**config.mk**
```make
export PLATFORM = sky130hd
export DESIGN_NAME = branch_target_predictor_flat
export DESIGN_NICKNAME = d
export VERILOG_FILES = /design/src/rtl/branch_target_predictor_if.sv /design/src/rtl/branch_target_predictor.sv /design/src/flat_wrapper.sv
export SDC_FILE = /design/constraint.sdc
export NUM_CORES = 1
export LEC_CHECK = 0
export CAP_MARGIN = 0
export CORE_MARGIN = 2
export CORE_UTILIZATION = 61
export DETAILED_ROUTE_END_ITERATION = 8
export PLACE_DENSITY = 0.79
export SYNTH_ARGS = -nofsm -noshare
export SYNTH_HDL_FRONTEND = slang
export SYNTH_SLANG_ARGS = --single-unit
```
**constraint.sdc**
```tcl
create_clock -name clk -period 5.7 [get_ports clk]
set_input_delay 1.14 -clock clk [delete_from_list [all_inputs] [get_ports clk]]
set_output_delay 1.14 -clock clk [all_outputs]
set_load 0.02 [all_outputs]
```
**src/rtl/branch_target_predictor_if.sv**
```systemverilog
`default_nettype none
// ============================================================================
// Module      : branch_target_predictor_if
// Description : Fetch-side lookup and execute-side training bundle for the
//               branch target predictor.
//               Lookup  : pc_f -> pred_taken, pc_pred, pred_hit
//               Training: upd_valid, upd_pc, upd_taken, upd_target
//               Control : inv_all (clear all valid bits)
//               The master modport belongs to the core (fetch/execute). The
//               slave modport belongs to the predictor.
// Revision    : 1.0 - initial release
// ============================================================================
interface branch_target_predictor_if;
   logic        pc_f_lookup_unused_guard;
   logic [31:0] pc_f;
   logic        pred_taken;
   logic [31:0] pc_pred;
   logic        pred_hit;
   logic        upd_valid;
   logic [31:0] upd_pc;
   logic        upd_taken;
   logic [31:0] upd_target;
   logic        inv_all;

   modport master (
      output pc_f,
      input  pred_taken,
      input  pc_pred,
      input  pred_hit,
      output upd_valid,
      output upd_pc,
      output upd_taken,
      output upd_target,
      output inv_all
   );

   modport slave (
      input  pc_f,
      output pred_taken,
      output pc_pred,
      output pred_hit,
      input  upd_valid,
      input  upd_pc,
      input  upd_taken,
      input  upd_target,
      input  inv_all
   );
endinterface
`default_nettype wire

```
**src/rtl/branch_target_predictor.sv**
```systemverilog
`default_nettype none
// ============================================================================
// Module      : branch_target_predictor
// Description : Direct-mapped branch target buffer with a 2-bit saturating
//               direction counter per entry. The lookup is combinational on
//               the fetch PC. Training happens at the clock edge from the
//               resolved outcome reported by execute.
// Ports       : clk   - core clock, rising edge
//               reset - asynchronous, active-high reset
//               bus   - slave side of branch_target_predictor_if
//                       (lookup, training and invalidate signals)
// Revision    : 1.0 - initial release
// ============================================================================
module branch_target_predictor #(
   parameter int ENTRIES = 16
) (
   input  wire logic                clk,
   input  wire logic                reset,
   branch_target_predictor_if.slave bus
);

   localparam int IDX_BITS = $clog2(ENTRIES);
   localparam int TAG_BITS = 30 - IDX_BITS;

   localparam logic [1:0] c_CTR_SNT = 2'b00;
   localparam logic [1:0] c_CTR_WNT = 2'b01;
   localparam logic [1:0] c_CTR_WT  = 2'b10;
   localparam logic [1:0] c_CTR_ST  = 2'b11;

   // Only valid and ctr need reset. Tag and target are never observed
   // through an invalid entry, because every output is gated by hit.
   logic [ENTRIES-1:0]        valid_q, valid_d;
   logic [ENTRIES-1:0][1:0]   ctr_q,   ctr_d;
   logic [TAG_BITS-1:0]       tag_q    [ENTRIES];
   logic [31:0]               target_q [ENTRIES];

   // ---------------------------------------------------------------- lookup
   logic [IDX_BITS-1:0] w_look_idx;
   logic [TAG_BITS-1:0] w_look_tag;
   logic                w_look_hit;

   assign w_look_idx = bus.pc_f[IDX_BITS+1:2];
   assign w_look_tag = bus.pc_f[31:IDX_BITS+2];
   assign w_look_hit = valid_q[w_look_idx] && (tag_q[w_look_idx] == w_look_tag);

   assign bus.pred_hit   = w_look_hit;
   assign bus.pred_taken = w_look_hit && ctr_q[w_look_idx][1];
   assign bus.pc_pred    = w_look_hit ? target_q[w_look_idx] : 32'h0000_0000;

   // Instruction alignment bits do not take part in indexing or tagging.
   logic w_unused_lsbs;
   assign w_unused_lsbs = ^{bus.pc_f[1:0], bus.upd_pc[1:0]};

   // ---------------------------------------------------------------- update
   logic [IDX_BITS-1:0] w_upd_idx;
   logic [TAG_BITS-1:0] w_upd_tag;
   logic                w_upd_hit;
   logic                w_wr_entry;

   assign w_upd_idx = bus.upd_pc[IDX_BITS+1:2];
   assign w_upd_tag = bus.upd_pc[31:IDX_BITS+2];
   assign w_upd_hit = valid_q[w_upd_idx] && (tag_q[w_upd_idx] == w_upd_tag);

   // A taken outcome rewrites tag and target. On a hit, the tag write
   // stores the same value. On a miss, the write is the allocation.
   // inv_all takes priority, so nothing is written in that cycle.
   assign w_wr_entry = bus.upd_valid && bus.upd_taken && !bus.inv_all;

   always_comb begin
      valid_d = valid_q;
      ctr_d   = ctr_q;
      if (bus.inv_all) begin
         valid_d = '0;
      end else if (bus.upd_valid) begin
         if (w_upd_hit) begin
            if (bus.upd_taken) begin
               if (ctr_q[w_upd_idx] != c_CTR_ST)
                  ctr_d[w_upd_idx] = ctr_q[w_upd_idx] + 2'd1;
            end else begin
               if (ctr_q[w_upd_idx] != c_CTR_SNT)
                  ctr_d[w_upd_idx] = ctr_q[w_upd_idx] - 2'd1;
            end
         end else if (bus.upd_taken) begin
            valid_d[w_upd_idx] = 1'b1;
            ctr_d[w_upd_idx]   = c_CTR_WT;
         end
      end
   end

   always_ff @(posedge clk or posedge reset) begin
      if (reset) begin
         valid_q <= '0;
         ctr_q   <= {ENTRIES{c_CTR_WNT}};
      end else begin
         valid_q <= valid_d;
         ctr_q   <= ctr_d;
      end
   end

   always_ff @(posedge clk) begin
      if (w_wr_entry) begin
         tag_q[w_upd_idx]    <= w_upd_tag;
         target_q[w_upd_idx] <= bus.upd_target;
      end
   end

endmodule
`default_nettype wire

```
**src/flat_wrapper.sv**
```systemverilog
// flat-port wrapper written by rule: the top's interface ports become plain ports
module branch_target_predictor_flat 
#(
   parameter int ENTRIES = 16
)
  (clk, reset, bus_pc_f, bus_pred_taken, bus_pc_pred, bus_pred_hit, bus_upd_valid, bus_upd_pc, bus_upd_taken, bus_upd_target, bus_inv_all);
  branch_target_predictor_if bus_i ();
  input  wire logic clk;
  input  wire logic reset;
  input wire logic [$bits(bus_i.pc_f)-1:0] bus_pc_f;
  output wire logic [$bits(bus_i.pred_taken)-1:0] bus_pred_taken;
  output wire logic [$bits(bus_i.pc_pred)-1:0] bus_pc_pred;
  output wire logic [$bits(bus_i.pred_hit)-1:0] bus_pred_hit;
  input wire logic [$bits(bus_i.upd_valid)-1:0] bus_upd_valid;
  input wire logic [$bits(bus_i.upd_pc)-1:0] bus_upd_pc;
  input wire logic [$bits(bus_i.upd_taken)-1:0] bus_upd_taken;
  input wire logic [$bits(bus_i.upd_target)-1:0] bus_upd_target;
  input wire logic [$bits(bus_i.inv_all)-1:0] bus_inv_all;
  assign bus_i.pc_f = bus_pc_f;
  assign bus_pred_taken = bus_i.pred_taken;
  assign bus_pc_pred = bus_i.pc_pred;
  assign bus_pred_hit = bus_i.pred_hit;
  assign bus_i.upd_valid = bus_upd_valid;
  assign bus_i.upd_pc = bus_upd_pc;
  assign bus_i.upd_taken = bus_upd_taken;
  assign bus_i.upd_target = bus_upd_target;
  assign bus_i.inv_all = bus_inv_all;
  branch_target_predictor #(.ENTRIES(ENTRIES)) u_core (.clk(clk), .reset(reset), .bus(bus_i));
endmodule
```
== Yosys cells after proc, flatten, opt, wreduce, memory -nomap -nowiden ==
Memory sizes are Yosys's and may differ from the RTL's.
Cells that the tools add are included.
Storage, ports and cells
  bits in registers: 48
  latch bits: 0
  bits in writable memories: 928
  ROM bits: 0
  input bits: 101
  output and inout port bits: 34
  logic and storage cells: 74
  memories kept: 2
Cells by class
  $add $sub $neg: 2
  multiply operators: 0
  divide/modulo/power cells: 0
  order comparisons: 3
  eq/ne operators: 5
  shift operators: 0
  mux-type cells: 26
  bitwise operators: 5
  reductions and logical operators: 14
Memory list
  u_core.target_q: depth 16, bits a word 32, read ports 1, clocked after memory_dff 0, wr ports 1, line branch_target_predictor.sv:35  | logic [31:0] target_q [ENTRIES];
  u_core.tag_q: depth 16, bits a word 26, read ports 2, clocked after memory_dff 0, wr ports 1, line branch_target_predictor.sv:34  | logic [TAG_BITS-1:0] tag_q [ENTRIES];
Operators by type and width (number)
  2-to-1 mux 32 bit: 6
  bitwise mux 32 bit: 2
  2-to-1 mux 16 bit: 4
  == test 26 bit: 2
  OR 16 bit: 2
  AND 16 bit: 1
  binary-select mux 2 bit (select 4 bit): 2
  inverter 16 bit: 1
  less-than comparator 4 x 5 -> 1 bit (second input constant): 2
  nonzero test 2 bit: 5
  binary-select mux 1 bit (select 4 bit): 2
  demux 2 bit (select 4 bit): 1
  logical AND 1 bit: 6
  2-to-1 mux 2 bit: 3
  2-to-1 mux 1 bit: 5
  AND reduction 5 bit: 1
  demux 1 bit (select 4 bit): 1
  >= comparator 4 x 1 -> 1 bit (second input constant): 1
  != test 2 bit (second input constant): 2
  != test 3 bit (second input constant): 1
  AND reduction 3 bit: 1
  adder 2 x 1 -> 2 bit (second input constant): 1
  subtractor 2 x 1 -> 2 bit (second input constant): 1
  zero test 1 bit: 1
  inverter 1 bit: 1

== Depth between registers and ports, before layout ==
  depth after elaboration: 9
  mapped depth: 15

== Worst setup path before layout ==
OpenSTA, ideal clock, no wires.
  path type: input to register
  from: in bus_upd_taken
  to: reg u_core.ctr_q[29] in the netlist's numbering
  library setup time: 0.130 ns
  arrival time: 6.738 ns
  required time: 5.570 ns
  setup slack: -1.168 ns
  stages on the path: 6
  path buffers: 2
  cells stage by stage: clkbuf_1 nand3b_1 clkbuf_1 nor3_1 a32oi_1 mux2_1
Between the ends
  cells in the longest elaborated chain, start to end: 2
  elaborated cells on any way between the ends: 6
  classes of those cells: 1 x eq/ne; 2 x mux; 3 x reduce/logical
RTL lines
  start: declaration: line flat_wrapper.sv:16  | input wire logic [$bits(bus_i.upd_taken)-1:0] bus_upd_taken;
  != test 3 bit (no line) (tied with other cells)
  AND reduction 5 bit (no line) or 2-to-1 mux 32 bit (tied branches)
  end signal: assignment: line branch_target_predictor.sv:93  | ctr_q <= {ENTRIES{c_CTR_WNT}};
  end signal: assignment: line branch_target_predictor.sv:96  | ctr_q <= ctr_d;
  end: declaration: line branch_target_predictor.sv:33  | logic [ENTRIES-1:0][1:0] ctr_q, ctr_d;
Several ways; a longest one is shown, not always the timed one.
A chain may end at the register's enable or synchronous reset.

== Worst setup path in the final report ==
  from: in bus_pc_f[2]
  to: out bus_pc_pred[25]
Between the ends
  cells in the longest elaborated chain, start to end: 4
  elaborated cells on any way between the ends: 7
  classes of those cells: 1 x eq/ne; 3 x mux; 1 x reduce/logical; 2 x memory
RTL lines
  start: declaration: line flat_wrapper.sv:10  | input wire logic [$bits(bus_i.pc_f)-1:0] bus_pc_f;
  memory read (16 x 26 bit) or binary-select mux 1 bit (select 4 bit) (tied branches)
  == test 26 bit or 2-to-1 mux 1 bit (tied branches): line branch_target_predictor.sv:44  | assign w_look_hit = valid_q[w_look_idx] && (tag_q[w_look_idx] == w_look_tag);
  logical AND 1 bit: line branch_target_predictor.sv:44
  2-to-1 mux 32 bit *: line branch_target_predictor.sv:48  | assign bus.pc_pred = w_look_hit ? target_q[w_look_idx] : 32'h0000_0000;
  end: declaration: line flat_wrapper.sv:12  | output wire logic [$bits(bus_i.pc_pred)-1:0] bus_pc_pred;
Every way passes the cells marked *; elsewhere a longest branch is shown, timed or not. The select of a mux whose other input is x is not followed.

==> results.md <==
- Status: finished, final reports clean
- R2r startpoint: u_core.tag_q[4][1]$_DFFE_PP_
- R2r worst-path depth: 8
- Compound-gate portion of the synthesized area: 2.25%
- Critical Path RT: 4.56 ns
- Iter 0 DRT Violations: 3559
- Least-Margin Pin Slew: 1.12 ns
- Layout cells sized above 1: 32.7%
- Worst Hold Endpoint: u_core.ctr_q[5]$_DFFE_PP0P_
- Worst Path Max Fanout: 17
- Final min period: 5.61 ns
- TritonCTS Buffers: 96
- CP Data Arrival Time: 4.47 ns
- Slew Limit Fails: 0
- EDFF count, synth: 928
- Post-synth top flop: edfxtp_1
- Crit Path Category: in2out
- Grt total ovfl: 0
- ANT nets after route: 0
- Worst path cell trace: buf_12 -> buf_6 -> mux4_2 -> mux4_2 -> xnor2_1 -> nand4_1 -> buf_4 -> nor4_4 -> buf_6 -> bufbuf_16 -> and3_1 -> clkdlybuf4s15_2
- PnR Total Power: 15500 uW
- CTS tree: yes
- IO Count: 135
- R2r endpoint: u_core.ctr_q[9]$_DFFE_PP0P_
- Total nets after synthesis: 2106
- Max-cap viol count: 0
- Chip height: 267 um
- Slew margin rel.: 25.3%
- Floorplan row count: 96
- H-tree depth: 3
- Post-synthesis instance area: 42300 um^2
- Maximum root-to-sink buffer count: 3
- Fmax: 0.178 GHz
- Total track usage: 31.7%
- Post-layout net count: 2323
- Final WL: 110 mm
- Hold Slack: 0.512 ns
- RSZ-0062 raised after global routing: false
- Chip Width: 267 um
- Synth area leaders: edfxtp_1 (66%), mux4_2 (21%), mux2i_1 (2.0%)
- Vias in the first global route: 24.0k
- WP buf/inv: 6
- Flops & latches, synth: 976
- CP peak stage delay: 0.54 ns
- Worst IR drop on VDD: 0.000355 V
- Hold path depth: 1
- Seq/Total Area, Yosys: 68.7%
- First-pass GRT wire length: 161 mm
- Post-synth top area share: 65.8%
- Crit share post-route: 98.3%
- Hold Startpoint: u_core.ctr_q[5]$_DFFE_PP0P_
- CTS Root Buffer Type: clkbuf_16
- Drt drc: 0
- CP startpoint kind: input pin
- Async SR Flop Fraction: 4.92%
- Largest family of logic cells by synthesized area: multiplexers
- YS warnings: 0
- Final Wtd Congestion: 0.932
- Area leader, netlist: edfxtp_1
- Adder-Cell Fraction of Synth Area: 0.0591%
- Synth cell types: 64
- Largest net degree at the start of global routing: 69
- Fin. Hold Viols: 0
- DP HPWL: 58.8 mm
- Worst Setup SP: bus_pc_f[2]
- P_leak: 0.0160 uW
- Area delta synth->final: 15.1%
- Fraction of the mapped netlist area in simple logic gates: 2.27%
- Final setup vio count: 0
- Most frequent cell after synthesis: edfxtp_1
- DRT Pass-1 Iters: 6
- Clock transition at the registers of the reported paths: 0.06 ns
- CP max stage cell: mux4_2
- HP Class: reg2reg
- Starting Density: 61.6%
- R2R setup slack: 1.94 ns
- Total core area: 68700 um^2
- Clk Latency, worst-skew pair: 0.66 ns
- Post-Synth XOR/XNOR Area: 1.10%
- Post-synthesis mux area share: 23.8%
- WL/cell: 34.0 um
- Pwr dens: 318 nW/um^2
- DIE AREA: 71500 um^2
- Avg Cell Area, Syn: 21.1 um^2
- Clock Skew: 0.0294 ns
- Initial antenna violation count: 7
- Hold Buf Count CTS: 0
- Vias/cell: 7.20
- Via count: 23.3k
- Critical Path End Type: primary output
- IO Port Bufs: 130
- Top cells by count, synth: edfxtp_1 (928), mux4_2 (387), mux2i_1 (83), clkbuf_1 (70), xnor2_1 (44)
- Synthesized instance count: 2003
- Clock tree sinks: 976
- CP top delay family: buffers and inverters
[cells in the final DEF, fill, tap and decap left out, types with 21 or more instances in the layout]
master           instances
mux2_1                  21
dfrtp_1                 32
nor2_1                  42
a22oi_1                 28
and3_1                  35
clkdlybuf4s50_1         89
mux4_2                 387
xnor2_1                 44
buf_4                   99
mux2i_1                 83
clkbuf_16               96
buf_12                  28
mux2_2                  24
edfxtp_1               928
nand2_1                 32
[layer usage]
layer  share of wire [%]  wire length [um]  track usage (%)  vias up
met1                  36             39500             43.4    12200
met4                 3.5              3830             12.3        6
li1                    -                 -                -     9050
met2                  50             54900             51.6     1737
met5               0.038                42                0        -
met3                  11             11800             5.98      271
[registers in the layout, summed over array words and instances (netlist names)]
name and flops:
u_core.ctr_q 32, u_core.valid_q 16, u_core.tag_q 416, u_core.target_q 512
[worst register-to-register path: cells and delay by family (launching register included)]
kind | cells | cell delay, ns
AO/OA/AOI/OAI | 3 | 1.42
flip-flops | 1 | 0.42
AND/OR/NAND/NOR | 3 | 0.92
multiplexers | 2 | 0.90
[what timing repair did]
action	4_1_cts	5_1_grt
resized for setup	65	12
pin swaps	2	1
endpoints found under the setup margin	34	34
cloned	1	0
setup buffers	5	0
[through the flow]
step                      setup slack [ns]  cell area [um^2]  TNS, ns  util (%)  instances
after CTS                         0.000193             48700        0      70.9       3229
final                               0.0945             48700        0      70.9       3235
after global routing               0.00733             48700        0      70.9       3231
after detailed placement            -0.261             45500    -7.89      66.2       3047
after global placement              -0.266             45500    -8.64      66.2       3047
after floorplan                      -1.13             42400  -609.00         -       2003
[area by class of cell]
type / instances / area (um^2)
sequential: 976 / 29100
tap: 931 / 1160
clock inverter: 62 / 688
timing repair buffer: 259 / 2640
antenna: 6 / 15.0
fill: 4014 / 20000
inverter: 13 / 48.8
multi-input combinational: 874 / 12600
clock buffer: 114 / 2470
[where the power goes]
part	internal [uW]	switching (uW)	total, uW
Sequential	7920	35.4	7960
Clock	3690	2710	6410
Combinational	527	586	1110
[worst max path at each step]
stage                                        end  slack (ns)  depth (start not counted)
CTS                              bus_pc_pred[26]      0.0002                         12
floorplan           u_core.ctr_q[19]$_DFFE_PP0P_       -1.13                          6
global placement                  bus_pc_pred[5]       -0.27                         13
global route                     bus_pc_pred[25]       0.007                         13
finish                           bus_pc_pred[25]        0.09                         12
detailed placement               bus_pc_pred[25]       -0.26                         13
[cell families (layout without fill, tap and decap cells)]
group                      count (synthesis)  in the layout
DFF                                      976            976
muxes                                    517            517
and+or+nand+nor                          184            184
buffers and inverters                    153            448
AOI/OAI and AO/OA                        118            118
xor gates and xnor gates                  53             53
adders and majority gates                  2              2
other                                      0              6
Note: power is estimated with default switching activity, not from simulation.
